`config.mk`:
```
export PLATFORM = sky130hd
export DESIGN_NAME = bv_match_scan
export DESIGN_NICKNAME = d
export VERILOG_FILES = /design/src/rtl/bv_match_scan.sv
export SDC_FILE = /design/constraint.sdc
export NUM_CORES = 1
export LEC_CHECK = 0
export ABC_AREA = 1
export CAP_MARGIN = 10
export CORE_MARGIN = 2
export CORE_UTILIZATION = 40
export DETAILED_ROUTE_END_ITERATION = 16
export PLACE_DENSITY = 0.57
export SYNTH_ARGS = -nofsm -noshare
export SYNTH_HDL_FRONTEND = slang
export SYNTH_SLANG_ARGS = --single-unit
```
`constraint.sdc`:
```
create_clock -name clk -period 14.8 [get_ports clk]
set_clock_uncertainty 0.1 [all_clocks]
set_input_delay 1.48 -clock clk [delete_from_list [all_inputs] [get_ports clk]]
set_output_delay 1.48 -clock clk [all_outputs]
set_load 0.1 [all_outputs]
```
`src/rtl/bv_match_scan.sv`:
```
// bv_match_scan: scans a matched-rule vector LANES bits per cycle and reports the highest-priority match
module bv_match_scan #(
  parameter int BV_WIDTH = 64,
  parameter int LANES    = 8
) (
  input  logic                clk,
  input  logic                rst_n,
  input  logic                bv_in_valid,
  output logic                bv_in_ready,
  input  logic [BV_WIDTH-1:0] bv_in_data,
  input  logic                cfg_wr_en,
  input  logic [7:0]          cfg_wr_addr,
  input  logic [7:0]          cfg_wr_data,
  output logic                sel_valid,
  output logic [7:0]          sel_prior,
  output logic [7:0]          sel_index,
  output logic                scan_done
);
  localparam int K  = BV_WIDTH / LANES;
  localparam int AW = BV_WIDTH > 1 ? $clog2(BV_WIDTH) : 1;
  typedef enum logic {IDLE, SCAN} state_t;
  state_t                r_state;
  logic [BV_WIDTH-1:0]   r_vec;
  logic [AW-1:0]         r_ptr;
  logic                  r_found;
  logic [7:0]            r_best_prior;
  logic [7:0]            r_best_index;
  logic                  r_sel_valid;
  logic [7:0]            r_sel_prior;
  logic [7:0]            r_sel_index;
  logic                  r_scan_done;
  logic [7:0]            r_prio [BV_WIDTH];
  logic [AW-1:0]         w_base;
  logic                  w_last;
  logic                  w_found;
  logic [7:0]            w_best_prior;
  logic [7:0]            w_best_index;
  assign bv_in_ready = r_state == IDLE;
  assign sel_valid   = r_sel_valid;
  assign sel_prior   = r_sel_prior;
  assign sel_index   = r_sel_index;
  assign scan_done   = r_scan_done;
  assign w_base      = AW'(r_ptr * LANES);
  assign w_last      = r_ptr == AW'(K - 1);
  // fold the current chunk into the running best; ascending index with strict compare keeps the lower index on ties
  always_comb begin
    w_found      = r_found;
    w_best_prior = r_best_prior;
    w_best_index = r_best_index;
    for (int i = 0; i < LANES; i++) begin
      if (r_vec[w_base + AW'(i)] && (!w_found || r_prio[w_base + AW'(i)] > w_best_prior)) begin
        w_found      = 1'b1;
        w_best_prior = r_prio[w_base + AW'(i)];
        w_best_index = 8'(w_base + AW'(i));
      end
    end
  end
  // priority table; out-of-range rule numbers are dropped
  always_ff @(posedge clk or negedge rst_n) begin
    if (!rst_n) begin
      for (int i = 0; i < BV_WIDTH; i++) r_prio[i] <= 8'd0;
    end else if (cfg_wr_en && 32'(cfg_wr_addr) < BV_WIDTH) begin
      r_prio[cfg_wr_addr[AW-1:0]] <= cfg_wr_data;
    end
  end
  // accept/scan FSM with registered result pulses; sel_prior/sel_index hold when nothing matched
  always_ff @(posedge clk or negedge rst_n) begin
    if (!rst_n) begin
      r_state      <= IDLE;
      r_vec        <= '0;
      r_ptr        <= '0;
      r_found      <= 1'b0;
      r_best_prior <= 8'd0;
      r_best_index <= 8'd0;
      r_sel_valid  <= 1'b0;
      r_sel_prior  <= 8'd0;
      r_sel_index  <= 8'd0;
      r_scan_done  <= 1'b0;
    end else begin
      r_sel_valid <= 1'b0;
      r_scan_done <= 1'b0;
      if (r_state == IDLE) begin
        if (bv_in_valid) begin
          r_vec   <= bv_in_data;
          r_found <= 1'b0;
          r_ptr   <= '0;
          r_state <= SCAN;
        end
      end else begin
        r_found      <= w_found;
        r_best_prior <= w_best_prior;
        r_best_index <= w_best_index;
        r_ptr        <= w_last ? '0 : r_ptr + AW'(1);
        if (w_last) begin
          r_state     <= IDLE;
          r_scan_done <= 1'b1;
          r_sel_valid <= w_found;
          r_sel_prior <= w_found ? w_best_prior : r_sel_prior;
          r_sel_index <= w_found ? w_best_index : r_sel_index;
        end
      end
    end
  end
endmodule

```
Word level (Yosys, flattened, before mapping)

Index checks and enable logic that the tools add are counted.

Bits in registers: 618
Output and inout port bits: 19

Reduce and logical (&&, ||, !) cells: 29
$lt $le $gt $ge: 27
Bitwise operators: 10
Mux-type cells: 79
Add/subtract/negate cells: 15
Equality and inequality tests: 1

Operator list:

| kind                                                                         | number |
|---|---|
| 512-bit bitwise mux                                                          | 1 |
| 8-bit binary-select mux with 6-bit select                                    | 8 |
| 8-bit two-way mux                                                            | 33 |
| 8-bit greater-than comparator                                                | 8 |
| 7-bit greater-or-equal comparator, second input constant                     | 9 |
| 6-bit NOT with 7-bit output                                                  | 9 |
| 6-bit by 7-bit less-than comparator with 1-bit output, second input constant | 8 |
| 8-bit demux with 6-bit select                                                | 1 |
| 1-bit binary-select mux with 6-bit select                                    | 7 |
| 6-bit by 3-bit adder with 7-bit output, second input constant                | 4 |
| 1-bit two-way mux                                                            | 25 |
| 6-bit by 3-bit adder with 6-bit output, second input constant                | 4 |
| 6-bit two-way mux                                                            | 3 |
| 6-bit by 2-bit adder with 7-bit output, second input constant                | 2 |
| 6-bit by 1-bit adder with 6-bit output, second input constant                | 2 |
| 6-bit by 2-bit adder with 6-bit output, second input constant                | 2 |
| 1-bit logical AND                                                            | 10 |
| 1-bit logical NOT                                                            | 8 |
| 1-bit logical OR                                                             | 8 |
| 8-bit by 7-bit less-than comparator with 1-bit output, second input constant | 1 |
| 6-bit by 1-bit adder with 7-bit output, second input constant                | 1 |
| 7-bit by 1-bit less-than comparator with 1-bit output, second input constant | 1 |
| 6-bit by 3-bit equality test with 1-bit output, second input constant        | 1 |
| 1-bit binary-select mux with 3-bit select                                    | 1 |
| 4 further kinds                                                              | 4 |

Depth between registers and ports, before layout

Word-level depth: 38
Gate-level depth with buffers: 111
Mapped depth without buffers: 106

Worst setup path after synthesis

OpenSTA, ideal clock, no wires.

Kind: reg2reg
Start: reg r_ptr[0]
End: reg r_best_index[1]
Library setup time: 0.121 ns
Arrival: 11.499 ns
Buffers on the path: 8
Setup slack: 3.080 ns
Cell stages (with the launch flop): 100
Cells stage by stage: dfrtp_1 -> inv_2 -> buf_6 -> buf_6 -> buf_2 -> nor2_1 -> o22ai_1 -> nand2_1 -> nand2_1 -> ha_1 -> a21o_1 -> nor2_1 -> nand2_1 -> nand2_1 -> nand2_1 -> nand2_1 -> clkbuf_1 -> nand2_1 -> (+64 left out) -> o21ai_1 -> nand2_1 -> buf_2 -> nand3_1 -> and2_1 -> ha_1 -> a21oi_1 -> o21ai_0 -> nand2_1 -> o211ai_1 -> o41ai_1 -> nand2_1 -> nand2_1 -> inv_2 -> nor2_2 -> o21ai_1 -> nand2_1 -> nand2_1

Cells in the longest elaborated chain, start to end: 36
Elaborated cells between the ends (all ways): 108

RTL lines:

| item                                                               | RTL line | RTL |
|---|---|---|
| from (decl)                                                        | 24       | `logic [AW-1:0] r_ptr;` |
| from (signal assigned)                                             | 93       | `r_ptr <= w_last ? '0 : r_ptr + AW'(1);` |
| 6-bit NOT with 7-bit output (not written as such)                  | 51, 53   |  |
| 8-bit binary-select mux with 6-bit select                          | 51, 53   |  |
| 8-bit two-way mux (not written as such) (2 in series)              | 51, 53   |  |
| 8-bit greater-than comparator                                      | 51       | `if (r_vec[w_base + AW'(i)] && (!w_found \|\| r_prio[w_base + AW'(i)] > w_best_prior)) begin` |
| 1-bit logical OR                                                   | 51       |  |
| 1-bit logical AND                                                  | 51       |  |
| 8-bit two-way mux or 1-bit two-way mux (tied branches)             | 51       |  |
| 8-bit greater-than comparator or 1-bit logical NOT (tied branches) | 51       |  |
| (+19 left out)                                                     | n/a      |  |
| 8-bit greater-than comparator or 1-bit logical NOT (tied branches) | 51       |  |
| 1-bit logical OR                                                   | 51       |  |
| 1-bit logical AND                                                  | 51       |  |
| 8-bit two-way mux or 1-bit two-way mux (tied branches)             | 51       |  |
| 8-bit greater-than comparator or 1-bit logical NOT (tied branches) | 51       |  |
| 1-bit logical OR                                                   | 51       |  |
| 1-bit logical AND                                                  | 51       |  |
| 8-bit two-way mux *                                                | 51       |  |
| to (signal assigned)                                               | 92       | `r_best_index <= w_best_index;` |
| to (decl)                                                          | 27       | `logic [7:0] r_best_index;` |

Mark *: on every way between the ends. The rest lies on a longest branch, timed or not. The select of a mux whose other input is x is not followed.
A chain may end at the register's enable or synchronous reset.

Final worst setup path

Start: reg r_ptr[0]
End: reg r_sel_prior[0], in the netlist sel_prior[0]

Cells in the longest elaborated chain, start to end: 37
Elaborated cells between the ends (all ways): 104

RTL lines:

| item                                                               | RTL line | RTL |
|---|---|---|
| 6-bit NOT with 7-bit output (not written as such)                  | 51, 53   |  |
| 8-bit binary-select mux with 6-bit select                          | 51, 53   |  |
| 8-bit two-way mux (not written as such) (2 in series)              | 51, 53   |  |
| 8-bit greater-than comparator                                      | 51       |  |
| 1-bit logical OR                                                   | 51       |  |
| 1-bit logical AND                                                  | 51       |  |
| 8-bit two-way mux or 1-bit two-way mux (tied branches)             | 51       |  |
| 8-bit greater-than comparator or 1-bit logical NOT (tied branches) | 51       |  |
| (+20 left out)                                                     | n/a      |  |
| 1-bit logical OR                                                   | 51       |  |
| 1-bit logical AND                                                  | 51       |  |
| 8-bit two-way mux or 1-bit two-way mux (tied branches)             | 51       |  |
| 8-bit greater-than comparator or 1-bit logical NOT (tied branches) | 51       |  |
| 1-bit logical OR                                                   | 51       |  |
| 1-bit logical AND                                                  | 51       |  |
| 1-bit two-way mux                                                  | 51       |  |
| 3-bit AND reduction (no source line)                               | n/a      |  |
| to (signal assigned)                                               | 98       | `r_sel_prior <= w_found ? w_best_prior : r_sel_prior;` |
| to (decl)                                                          | 29       | `logic [7:0] r_sel_prior;` |

Parallel ways exist; a longest one is shown, timed or not. The select of a mux whose other input is x is not followed.

==> flow_metrics.env <==
export IMPL_initial_core_util=0.406
export IMPL_hold_start="r_prio[78]"
export IMPL_busiest_layer="met2"
export IMPL_syn2layout_area_growth_pct=12.8
export IMPL_drive_gt1_frac=0.0704
export IMPL_crit_path_max_fanout=17
export IMPL_use_met1=0.344
export IMPL_grt_usage=0.236
export IMPL_yosys_area_top_type_share=0.520
export IMPL_synth_largest_area_cell="dfrtp_1"
export IMPL_grt_max_degree=151
export IMPL_cts_root_buf="clkbuf_16"
export IMPL_path_clk_slew_ps=60
export IMPL_clock_latency_ps=610
export IMPL_die_h_um=277
export IMPL_cp_slowest_stage_delay_ps=620
export IMPL_setup_viol=0
export IMPL_ys_top_cells_by_area="dfrtp_1, o21ai_0, nand2_1"
export IMPL_critPathLaunch="r_ptr[0]"
export IMPL_hold_ws_ps=377
export IMPL_reg2reg_depth=93
export IMPL_synth_edff_count=0
export IMPL_critical_path_class="register to register"
export IMPL_dp_hpwl_mm=56.1
export IMPL_fin_crit_sh=0.911
export IMPL_portBuffers=102
export IMPL_path_delay_family="simple AND/OR/NAND/NOR gates"
export IMPL_synthDistinctLibCells=45
export IMPL_crit_arrival_ps=13860
export IMPL_cp_data_required_time_ps=15180
export IMPL_ys_ff_latch=618
export IMPL_die_w_um=277
export IMPL_htree_levels=3
export IMPL_core_area_um2=73200
export IMPL_ant_nets=0
export IMPL_end_kind="register"
export IMPL_max_cap_viol_count=0
export IMPL_rr_startpoint="r_ptr[0]"
export IMPL_r2r_slack_ps=1320
export IMPL_outcome="finished clean"
export IMPL_crit_slowest_cell="dfrtp_4"
export IMPL_dr_pass1_iters=6
export IMPL_fmax_mhz=74.2
export IMPL_routedWlPerCell_um=19.7
export IMPL_slew_headroom=0.292
export IMPL_final_area_um2=33500
export IMPL_worstSetupStartpointType="register"
export IMPL_cp_buffers_inverters=10
export IMPL_path_depth=93
export IMPL_grt_pass1_wl_mm=142
export IMPL_drt_first_iter_violations=2425
export IMPL_tightestPinTransition_ps=1060
export IMPL_seq_area_frac_synth=0.520
export IMPL_ys_flop_type="dfrtp_1"
export IMPL_numClockSinks=618
export IMPL_grt_antenna_before_repair=0
export IMPL_yosys_warnings=0
export IMPL_use_met2=0.363
export IMPL_syn_area_per_cell_um2=8.28
export IMPL_gp_congestion=0.973
export IMPL_cpMostUsedCell="nand2_1"
export IMPL_vias=24600
export IMPL_asyncSetResetFlopFracSynth=1.00
export IMPL_tritoncts="yes"
export IMPL_hold_viol=0
export IMPL_cts_hold_buf=0
export IMPL_min_period_ps=13480
export IMPL_ios=103
export IMPL_met3_usage=0.0396
export IMPL_r2r_end="sel_prior[0]"
export IMPL_clockBufferDepth=3
export IMPL_rows=99
export IMPL_finalNetCount=3710
export IMPL_postPlaceCellArea_um2=31200
export IMPL_synth_net_count=3739
export IMPL_endpoint="sel_prior[0]"
export IMPL_syn_cell_area_um2=29700
export IMPL_grt_pass1_vias=23700
export IMPL_design_die_area_um2=76500
export IMPL_slew_viol_final=0
export IMPL_netlist_instances=3590
export IMPL_grt_overflow_total=0
export IMPL_n_antenna_cell=0
export IMPL_cts_made_buffers=68
export IMPL_hold_path_class="register to register"
export IMPL_viasPerCell=5.38
export IMPL_drc=0
export IMPL_wirelength_mm=90.1
==> tightest hold or removal path: stages, from the launching register on <==
cell and delay, ps:
dfrtp_1 340, nand2_1 50, o21ai_0 60
==> sequential cells by signal, summed over array words and instances (netlist names) <==
name          flops
sel_valid         1
r_prio          512
r_vec            64
r_best_prior      8
r_best_index      8
r_ptr             6
r_state           1
sel_index         8
r_found           1
scan_done         1
sel_prior         8
==> routing by layer <==
layer / routed length [um] / part of all wire / vias to the layer above
met3: 4570 / 0.051 / 126
met1: 43200 / 0.48 / 11900
met4: 2160 / 0.024 / 0
met2: 40200 / 0.45 / 567
met5: 0 / 0 / -
li1: - / - / 12000
==> placed cells by master, fill, tap and decap left out, types with 10 or more instances in the layout <==
master and count:
nand2_1 937, o21ai_0 760, dfrtp_1 615, nor2_1 339, nand3_1 115, o22ai_1 113
clkdlybuf4s50_1 101, o21ai_1 89, inv_1 85, clkbuf_16 73, ha_1 65, mux2_2 55
buf_4 39, a21oi_1 36, and2_1 30, clkbuf_1 17, inv_2 14, clkbuf_8 13
o221ai_1 12, nand2_2 10, clkinv_2 10
==> synth_stat cells, types with 5 or more instances <==
| master | n |
|---|---|
| nand2_1 | 944 |
| o21ai_0 | 760 |
| dfrtp_1 | 618 |
| nor2_1 | 339 |
| clkbuf_1 | 160 |
| nand3_1 | 115 |
| o22ai_1 | 113 |
| o21ai_1 | 89 |
| inv_1 | 87 |
| ha_1 | 65 |
| mux2_2 | 55 |
| buf_2 | 41 |
| a21oi_1 | 36 |
| and2_1 | 30 |
| buf_4 | 19 |
| buf_6 | 12 |
| o221ai_1 | 12 |
| inv_2 | 10 |
| buf_1 | 9 |
| nor3_1 | 9 |
| clkinv_1 | 8 |
| a31oi_1 | 7 |
| nand2_2 | 7 |
| nand4_1 | 6 |
| nand3_2 | 5 |
==> timing repair <==
item                                    4_1_cts  5_1_grt
setup buffers                                 0        1
gates resized for setup                       0       22
endpoints found under the setup margin        0       32
==> worst min path at each step <==
stage / to / slack [ps] / depth (start not counted)
4_1_cts: r_prio[78] / 380 / 2
6_report: r_prio[78] / 380 / 2
2_1_floorplan: r_prio[100] / 350 / 2
3_3_place_gp: r_prio[430] / 360 / 2
3_5_place_dp: r_prio[86] / 370 / 2
5_1_grt: r_prio[107] / 400 / 2
==> cell type report <==
cell class / count / area [um2]
Tap cell: 959 / 1200
Sequential cell: 618 / 15500
Timing Repair Buffer: 143 / 1350
Clock inverter: 16 / 186
Multi-Input combinational cell: 2624 / 12800
Clock buffer: 103 / 2070
Inverter: 106 / 434
Fill cell: 7268 / 39700
==> cells by family (layout without fill, tap and decap cells) <==
group | Yosys count | count (layout) | synth area share
buffers and inverters | 348 | 368 | 0.0512
multiplexers | 55 | 55 | 0.0208
adder cells (fa/ha/maj) | 65 | 65 | 0.0274
AO/OA/AOI/OAI | 1037 | 1037 | 0.183
AND/OR/NAND/NOR | 1465 | 1465 | 0.196
flip-flops | 618 | 618 | 0.520
XOR/XNOR | 2 | 2 | 0.000590
==> stage by stage <==
step	worst slack [ps]	instances	util	TNS [ps]
2_1_floorplan	3080	3590	-	0
3_3_place_gp	477	4449	0.426	0
3_5_place_dp	194	4449	0.426	0
4_1_cts	132	4568	0.457	0
5_1_grt	-18.8	4569	0.458	-18.8
6_report	1320	4569	0.458	0
Power is left out: the tool's default activity adds up to more than one toggle a clock period on the data nets, which glitch-free logic cannot reach.
